[src/rtl/ysyx_lsu_axi_bridge.sv]
// ----------------------------------------------------------------------------
// ysyx_lsu_axi_bridge
//
// Turns the LSU's level-style load/store requests into AXI4-Lite master
// transactions, one outstanding at a time. Loads take priority over a
// simultaneous store. Stores are byte-lane aligned here: data and strobe are
// shifted by the low address bits. Loads return the raw bus word, and the LSU
// does its own alignment and sign extension.
//
// Ports
//   clk, rst_n                    clock, asynchronous active-low reset
//   lsu_araddr/arvalid/rstrb      load request (rstrb unused on AXI-Lite)
//   lsu_rdata/rvalid              raw read word, one-cycle load-done pulse
//   lsu_awaddr/awvalid/wvalid     store request; starts when both valids high
//   lsu_wdata/wstrb               LSB-justified store data and mask
//   lsu_wready                    one-cycle store-done pulse
//   lsu_bus_err                   sticky bus-error flag
//   m_*                           AXI4-Lite master channels AR/R/AW/W/B
//
// Configuration
//   YSYX_LSU_BUS_ERR_EN  when defined, a nonzero RRESP/BRESP at its handshake
//                        sets lsu_bus_err until reset. The transaction still
//                        completes normally. When undefined, lsu_bus_err is 0.
// ----------------------------------------------------------------------------
module ysyx_lsu_axi_bridge #(
  parameter int ADDR_W = 32,
  parameter int DATA_W = 32   // bus is 32-bit; only 32 is supported
) (
  input  logic              clk,
  input  logic              rst_n,
  // LSU load side
  input  logic [ADDR_W-1:0] lsu_araddr,
  input  logic              lsu_arvalid,
  input  logic [7:0]        lsu_rstrb,
  output logic [DATA_W-1:0] lsu_rdata,
  output logic              lsu_rvalid,
  // LSU store side
  input  logic [ADDR_W-1:0] lsu_awaddr,
  input  logic              lsu_awvalid,
  input  logic              lsu_wvalid,
  input  logic [DATA_W-1:0] lsu_wdata,
  input  logic [7:0]        lsu_wstrb,
  output logic              lsu_wready,
  output logic              lsu_bus_err,
  // AXI4-Lite master
  output logic [ADDR_W-1:0] m_araddr,
  output logic              m_arvalid,
  input  logic              m_arready,
  input  logic [DATA_W-1:0] m_rdata,
  input  logic [1:0]        m_rresp,
  input  logic              m_rvalid,
  output logic              m_rready,
  output logic [ADDR_W-1:0] m_awaddr,
  output logic              m_awvalid,
  input  logic              m_awready,
  output logic [DATA_W-1:0] m_wdata,
  output logic [3:0]        m_wstrb,
  output logic              m_wvalid,
  input  logic              m_wready,
  input  logic [1:0]        m_bresp,
  input  logic              m_bvalid,
  output logic              m_bready
);

  typedef enum logic [2:0] {IDLE, RD_AR, RD_R, WR_REQ, WR_B, DONE} state_t;

  state_t state_q, state_d;

  logic [ADDR_W-1:0] araddr_q, awaddr_q;
  logic [DATA_W-1:0] wdata_q, rdata_q;
  logic [3:0]        wstrb_q;
  logic              aw_done_q, w_done_q;
  logic              is_wr_q;   // DONE pulses lsu_wready if set, else lsu_rvalid

  logic [1:0] lo;
  logic       start_load, start_store;
  logic       aw_hs, w_hs, r_hs, b_hs;

  assign lo          = lsu_awaddr[1:0];
  assign start_load  = (state_q == IDLE) && lsu_arvalid;
  assign start_store = (state_q == IDLE) && !lsu_arvalid && lsu_awvalid && lsu_wvalid;
  assign aw_hs       = m_awvalid && m_awready;
  assign w_hs        = m_wvalid  && m_wready;
  assign r_hs        = m_rready  && m_rvalid;
  assign b_hs        = m_bready  && m_bvalid;

  // Read strobe, the upper store-mask bits and (in the default build) the
  // response codes have no use on a 32-bit AXI-Lite bus.
  logic unused_inputs;
  assign unused_inputs = ^{lsu_rstrb, lsu_wstrb[7:4], m_rresp, m_bresp};

  // -------------------------------------------------------------------------
  // State register
  // -------------------------------------------------------------------------
  // NOTE: sequential state uses non-blocking assignments so every register
  // samples pre-edge values, independent of process ordering.
  always_ff @(posedge clk or negedge rst_n) begin
    if (!rst_n) state_q <= IDLE;
    else        state_q <= state_d;
  end

  // -------------------------------------------------------------------------
  // Next-state logic
  // -------------------------------------------------------------------------
  // NOTE: state_d is given a default before the case, so no path leaves it
  // unassigned and no latch is inferred.
  always_comb begin
    state_d = state_q;
    case (state_q)
      IDLE:    if (start_load)       state_d = RD_AR;
               else if (start_store) state_d = WR_REQ;
      RD_AR:   if (m_arready)        state_d = RD_R;
      RD_R:    if (m_rvalid)         state_d = DONE;
      // AW and W complete independently; leave once both have been accepted.
      WR_REQ:  if ((aw_done_q || aw_hs) && (w_done_q || w_hs)) state_d = WR_B;
      WR_B:    if (m_bvalid)         state_d = DONE;
      DONE:                          state_d = IDLE;
      default:                       state_d = IDLE;
    endcase
  end

  // -------------------------------------------------------------------------
  // Output decode: valid/ready are pure state decode, never input-driven.
  // -------------------------------------------------------------------------
  always_comb begin
    m_arvalid  = 1'b0;
    m_rready   = 1'b0;
    m_awvalid  = 1'b0;
    m_wvalid   = 1'b0;
    m_bready   = 1'b0;
    lsu_rvalid = 1'b0;
    lsu_wready = 1'b0;
    case (state_q)
      RD_AR:  m_arvalid = 1'b1;
      RD_R:   m_rready  = 1'b1;
      WR_REQ: begin
        m_awvalid = !aw_done_q;
        m_wvalid  = !w_done_q;
      end
      WR_B:   m_bready  = 1'b1;
      DONE: begin
        lsu_rvalid = !is_wr_q;
        lsu_wready = is_wr_q;
      end
      default: ;
    endcase
  end

  // -------------------------------------------------------------------------
  // Request capture and read data. Everything is captured once in IDLE, which
  // keeps address/data/strobe stable while the valids are up.
  // -------------------------------------------------------------------------
  // NOTE: the datapath registers are reset too, because their reset value of
  // zero is visible on the AXI and LSU outputs.
  always_ff @(posedge clk or negedge rst_n) begin
    if (!rst_n) begin
      araddr_q  <= '0;
      awaddr_q  <= '0;
      wdata_q   <= '0;
      wstrb_q   <= '0;
      rdata_q   <= '0;
      aw_done_q <= 1'b0;
      w_done_q  <= 1'b0;
      is_wr_q   <= 1'b0;
    end else begin
      if (start_load) begin
        araddr_q <= lsu_araddr;
        is_wr_q  <= 1'b0;
      end
      if (start_store) begin
        awaddr_q  <= lsu_awaddr;
        wdata_q   <= lsu_wdata << {lo, 3'b000};
        wstrb_q   <= lsu_wstrb[3:0] << lo;
        aw_done_q <= 1'b0;
        w_done_q  <= 1'b0;
        is_wr_q   <= 1'b1;
      end
      if (aw_hs) aw_done_q <= 1'b1;
      if (w_hs)  w_done_q  <= 1'b1;
      if (r_hs)  rdata_q   <= m_rdata;
    end
  end

  assign m_araddr  = araddr_q;
  assign m_awaddr  = awaddr_q;
  assign m_wdata   = wdata_q;
  assign m_wstrb   = wstrb_q;
  assign lsu_rdata = rdata_q;

  // -------------------------------------------------------------------------
  // Sticky bus error
  // -------------------------------------------------------------------------
`ifdef YSYX_LSU_BUS_ERR_EN
  logic bus_err_q;
  logic rd_err, wr_err;

  assign rd_err = r_hs && (m_rresp != 2'b00);
  assign wr_err = b_hs && (m_bresp != 2'b00);

  always_ff @(posedge clk or negedge rst_n) begin
    if (!rst_n)                bus_err_q <= 1'b0;
    else if (rd_err || wr_err) bus_err_q <= 1'b1;
  end

  assign lsu_bus_err = bus_err_q;

`ifndef SYNTHESIS
  always @(posedge clk) begin
    if (rst_n && rd_err) $display("ysyx_lsu_axi_bridge: read error addr=%h rresp=%b", araddr_q, m_rresp);
    if (rst_n && wr_err) $display("ysyx_lsu_axi_bridge: write error addr=%h bresp=%b", awaddr_q, m_bresp);
  end
`endif
`else
  assign lsu_bus_err = 1'b0;
`endif

endmodule

[config.mk]
export PLATFORM = sky130hd
export DESIGN_NAME = ysyx_lsu_axi_bridge
export DESIGN_NICKNAME = d
export VERILOG_FILES = /design/src/rtl/ysyx_lsu_axi_bridge.sv
export SDC_FILE = /design/constraint.sdc
export NUM_CORES = 1
export LEC_CHECK = 0
export ABC_AREA = 1
export CAP_MARGIN = 10
export CORE_MARGIN = 5
export CORE_UTILIZATION = 43
export DETAILED_ROUTE_END_ITERATION = 10
export PLACE_DENSITY = 0.94
export SLEW_MARGIN = 0
export SYNTH_ARGS = -nofsm -noshare
export SYNTH_HDL_FRONTEND = slang
export SYNTH_SLANG_ARGS = --single-unit
[constraint.sdc]
create_clock -name clk -period 3.19 [get_ports clk]
set_input_delay 0.319 -clock clk [delete_from_list [all_inputs] [get_ports clk]]
set_output_delay 0.319 -clock clk [all_outputs]
set_load 0.1 [all_outputs]
==> results.toml, run 1 <==
[outcome]
status = "completed"

[setup_path]
crit_fanout = 2
cp-start-kind = "flop"
r2r_slack_ns = 1.06
crit_buf_inv = 1
slowest_stage = "clkdlybuf4s50_1"
cp-end-kind = "primary output"
crit_chain = "clkdlybuf4s50_1"
critPathRequiredTime_ns = 2.87
r2r-end = "is_wr_q"
cp_slowest_stage_delay_ns = 1.20
rr_worst_depth = 7
crit_family = "buffers and inverters"
critPathKind = "reg -> out"
r2r-start = "state_q[0]"
critPathArrivalTime_ns = 1.99

[global_route]
grt_max_degree = 70
antenna_found_initial = 0
grt_pass1_vias = 6014
overflow = 0
grt_use_total_pct = 24.4
grt_pass1_wl_mm = 31.0

[logic_synthesis]
syn_nets = 873
synth_area_leader_cell = "dfrtp_1"
yosysTopAreaCellShare_pct = 58.6
ys_top_cells_by_area = "dfrtp_1 (59%), nand2_1 (24%), nand3_1 (5.5%), buf_2 (2.5%), o21ai_0 (1.5%)"
synth-seq-area-share_pct = 58.6
synth_flop_cell = "dfrtp_1"
synthArstFlopShare_pct = 100
ys_ff_latch = 138
synth_cell_types = 26
postSynthAreaPerCell_sq_um = 8.24
synthCells = 715
yosys_warnings = 0
synth_edf_count = 0
syn-cell-area_sq_mm = 0.00589

[clock_network]
cts_buffers = 17
cts.clk_slew.worst_paths_ns = 0.06
cts_resized = 0
clockBufferDepth = 2
clkLatencyLatePin_ns = 0.41
clock_sinks = 138
htree_levels = 4
cts-root-buf = "clkbuf_16"
cts_tree = "built"

[route]
drc = 0
first_pass_iters = 5
postRouteAntennaNets = 0
drt_iter0_markers = 458
vias = 5951
via_per_inst = 5.07
top_layer = "met4"
wire_per_inst_um = 16.9
wl_met1_mm = 7.28
met2WireLength_mm = 10.2
wirelength_mm = 19.9
dr_wl_met3_mm = 1.92

[cells_and_area]
register_area_sq_mm = 0.00345
final_common_cell = "nand2_1"
antennaDiodeCount = 0
multi_input_area_sq_mm = 0.00214
nFillCells = 944
layout_common_cells = "nand2_1 (382), clkdlybuf4s50_1 (267), dfrtp_1 (138), nand3_1 (65), buf_4 (22)"
area_delta_synth_final_pct = 59.2
final_nets = 1143
drive_above_1_share_pct = 6.81
finish.utilization_pct = 70.2

[timing]
setup_viol = 0
hold-worst-slack_ns = 0.440
worst-slew-pin-transition_ns = 1.04
setup_slack_ns = 0.881
tns_ns = 0
skew_ns = 0.00704
grt_setup_unrepaired = "no"
min_period_ns = 2.31
slew_violations = 0
max-slew-margin-rel_pct = 30.2
max_freq_ghz = 0.433
fin_crit_sh_pct = 72.4
hold_viol = 0

[worst_hold_path]
hold_path_depth = 3
worstHoldStart = "lsu_araddr[9]"
hold_end = "m_araddr[9]"
worstHoldPathType = "in -> reg"

[floorplan]
rows = 42
initial_core_util_pct = 44.1
die_w_um = 127
die_h_um = 127
top_level_ports = 298
coreArea_sq_mm = 0.0133
die-area_sq_mm = 0.0161

[placement]
dp_slack_ns = 0.886
portBuffers = 280
gp_congestion = 0.851
hpwlAfterDp_mm = 14.6

[job]
max-cap-violations = 0
-- per-stage QoR --
stage / instance area [sq um] / cells
floorplan: 5890 / 715
global placement: 8790 / 1141
detailed placement: 8790 / 1141
CTS: 9380 / 1174
global route: 9380 / 1174
finish: 9380 / 1174
-- kinds of logic (layout without fill, tap and decap cells) --
kind of cell / Yosys count / count (layout) / synth area share (%)
buf+inv: 65 / 348 / 5.03
flops: 138 / 138 / 58.6
mux: 2 / 2 / 0.340
compound gates: 40 / 40 / 3.80
simple gates: 469 / 469 / 32.1
other cells: 1 / 1 / 0.0637
-- synthesized netlist by cell type (2+ instances only) --
library cell,number
o21ai_1,11
o21ai_0,18
dfrtp_1,138
o211ai_1,7
nand3_1,65
nor2_2,2
inv_2,5
inv_1,17
buf_4,2
nand2_1,382
mux2i_1,2
a21oi_1,2
nor2_1,11
nor3_1,2
buf_2,29
nand3b_1,2
clkbuf_1,9
nor2_4,3
-- worst min-delay path, cell delays in order --
cell and delay [ns]:
clkdlybuf4s50_1 0.39, nand2_1 0.06, nand2_1 0.05
-- cell type report --
type                    count  area share, %
flip-flops and latches    138           36.8
repair buffers            293           30.9
multi-input cells         512           22.8
clock buffers              23           5.20
well taps                 176           2.35
clock inverters             9          0.947
inverters                  23          0.921
-- worst max-delay path by stage --
stage                   end          from  depth (start not counted)
6_report       m_awaddr[18]  m_awaddr[18]                          1
5_1_grt        m_awaddr[18]  m_awaddr[18]                          1
4_1_cts        m_awaddr[18]  m_awaddr[18]                          1
3_5_place_dp        is_wr_q   lsu_arvalid                          8
3_3_place_gp        is_wr_q   lsu_arvalid                          8
2_1_floorplan     m_awvalid    state_q[0]                          3
-- state kept, by name, indices dropped and copies added, names as in the netlist --
name	flops
aw_done_q	1
is_wr_q	1
lsu_rdata	32
m_araddr	32
m_awaddr	32
m_wdata	32
m_wstrb	4
state_q	3
w_done_q	1
-- what timing repair did --
action | in CTS | in global routing
buffers inserted | 0 | 0
endpoints found under the hold margin | 59 | 0
hold buffers | 1 | 0
-- per-layer routing --
metal  track usage [%]  vias to the layer above
li1                  -                     2772
met1              27.8                     2837
met2              43.3                      307
met3              7.80                       35
met4              8.33                        0
met5                 0                        -
Power of run 1 is left out: the tool's default activity adds up to more than one toggle a clock period on the data nets, which glitch-free logic cannot reach.
==> inputs of run 2 (changes only) <==
CORE_UTILIZATION = 40   (was 43)
PLACE_DENSITY = 0.89   (was 0.94)
clock period = 2.3 ns   (was 3.19 ns; I/O delays follow)
==> run 2 against run 1 <==
Against the previous run: non-clock buffer count is 8 higher; routed wire length is 6.6% lower; core utilization decreased by 6.8 points; final area decreased by 2.0%; die area grew 6.9%; via count decreased by 2.6%; highest routed layer unchanged.
==> results.toml, run 2 (synthesis gave the netlist of run 1 again) <==
[outcome]
status = "completed"

[timing]
grt_setup_unrepaired = "no"
slew_violations = 0
max-slew-margin-rel_pct = 59.2
setup_viol = 0
skew_ns = 0.00623
hold_viol = 0
max_freq_ghz = 0.486
tns_ns = 0
fin_crit_sh_pct = 89.4
worst-slew-pin-transition_ns = 0.612
min_period_ns = 2.06

[setup_path]
critPathKind = "reg -> out"
critPathRequiredTime_ns = 2.07
crit_fanout = 19
critPathArrivalTime_ns = 1.83
cp-end-kind = "primary output"
cp-start-kind = "flop"

[route]
drt_iter0_markers = 298
wirelength_mm = 18.6
drc = 0
postRouteAntennaNets = 0
via_per_inst = 4.87
vias = 5795
first_pass_iters = 4
wire_per_inst_um = 15.6

[clock_network]
cts_buffers = 17
clkLatencyLatePin_ns = 0.42
clockBufferDepth = 2
post_cts_buffers = 0
cts-root-buf = "clkbuf_16"
htree_levels = 4
cts.clk_slew.worst_paths_ns = 0.06
cts_tree = "built"
clock_sinks = 138

[global_route]
grt_pass1_vias = 5744
grt_pass1_wl_mm = 29.9
grt_max_degree = 66
grt_use_total_pct = 21.4
antenna_found_initial = 1
overflow = 0

[floorplan]
die_w_um = 131
coreArea_sq_mm = 0.0145
rows = 44
die_h_um = 131
top_level_ports = 298
initial_core_util_pct = 40.7
die-area_sq_mm = 0.0173

[job]
max-cap-violations = 0

[cells_and_area]
final_nets = 1151
final_cell_area_sq_mm = 0.00919
final_common_cell = "nand2_1"
nFillCells = 1189
area_delta_synth_final_pct = 56.0
drive_above_1_share_pct = 20.6
layout_common_cells = "nand2_1 (382), buf_4 (154), clkdlybuf4s50_1 (140), dfrtp_1 (138), nand3_1 (65)"

[placement]
gp_congestion = 0.847
portBuffers = 280
dpl_cell_area_sq_mm = 0.00859
hpwlAfterDp_mm = 14.0

[worst_hold_path]
worstHoldPathType = "in -> async"
-- run 2: cell count changes in the layout (fill, tap and decap cells not counted), moves of 3 or more --
cell	previous run	this run
buf_4	22	154
clkdlybuf4s50_1	267	140
inv_6	1	6
clkbuf_8	4	0
buf_12	2	5
-- run 2: area by class of cell --
| type | count | area [sq um] | area share [%] |
|---|---|---|---|
| inverters | 23 | 86.3 | 0.940 |
| flip-flops and latches | 138 | 3450 | 37.6 |
| clock inverters | 15 | 161 | 1.76 |
| repair buffers | 301 | 2680 | 29.2 |
| clock buffers | 17 | 425 | 4.63 |
| diodes | 1 | 2.50 | 0.0272 |
| well taps | 184 | 230 | 2.51 |
| multi-input cells | 512 | 2150 | 23.4 |
-- run 2: through the flow --
step,utilization [%],setup slack (ns),instances,hold slack (ns)
6_report,63.5,0.244,1191,0.349
4_1_cts,63.4,0.237,1190,0.332
2_1_floorplan,-,0.216,715,-0.0656
3_3_place_gp,59.3,0.416,1157,0.265
5_1_grt,63.5,0.109,1191,0.341
3_5_place_dp,59.3,0.361,1157,0.269
-- run 2: per-layer routing --
layer / GRT usage, % / part of all wire [%]
met4: 9.20 / 2.9
met2: 34.9 / 49
met3: 8.07 / 9.4
met1: 25.3 / 39
met5: 0 / 0
-- run 2: path summary, 6_finish.rpt --
| check | startpoint | endpoint | slack, ns | cells past startpoint |
|---|---|---|---|---|
| hold / removal | rst_n | m_awaddr[11] | 0.35 | 2 |
| max in group asynchronous | rst_n | lsu_rdata[17] | 1.28 | 3 |
| setup / recovery | state_q[2] | m_rready | 0.24 | 4 |
| hold reg to reg | m_awaddr[14] | m_awaddr[14] | 0.47 | 2 |
| setup reg to reg | state_q[2] | m_wdata[4] | 0.45 | 6 |
| min in group clk | lsu_araddr[28] | m_araddr[28] | 0.35 | 3 |
-- run 2: timing repair --
| action | in CTS | in global routing |
|---|---|---|
| endpoints found under the hold margin | 61 | 0 |
| hold buffers | 1 | 0 |
| resized for setup | 0 | 0 |
-- run 2: worst max-delay path, stage by stage, from the launching register on --
cell	delay, ns
dfrtp_1	0.51
nor2_2	0.20
inv_2	0.07
nor2_4	0.39
buf_12	0.24
Power of run 2 is left out for the same reason.
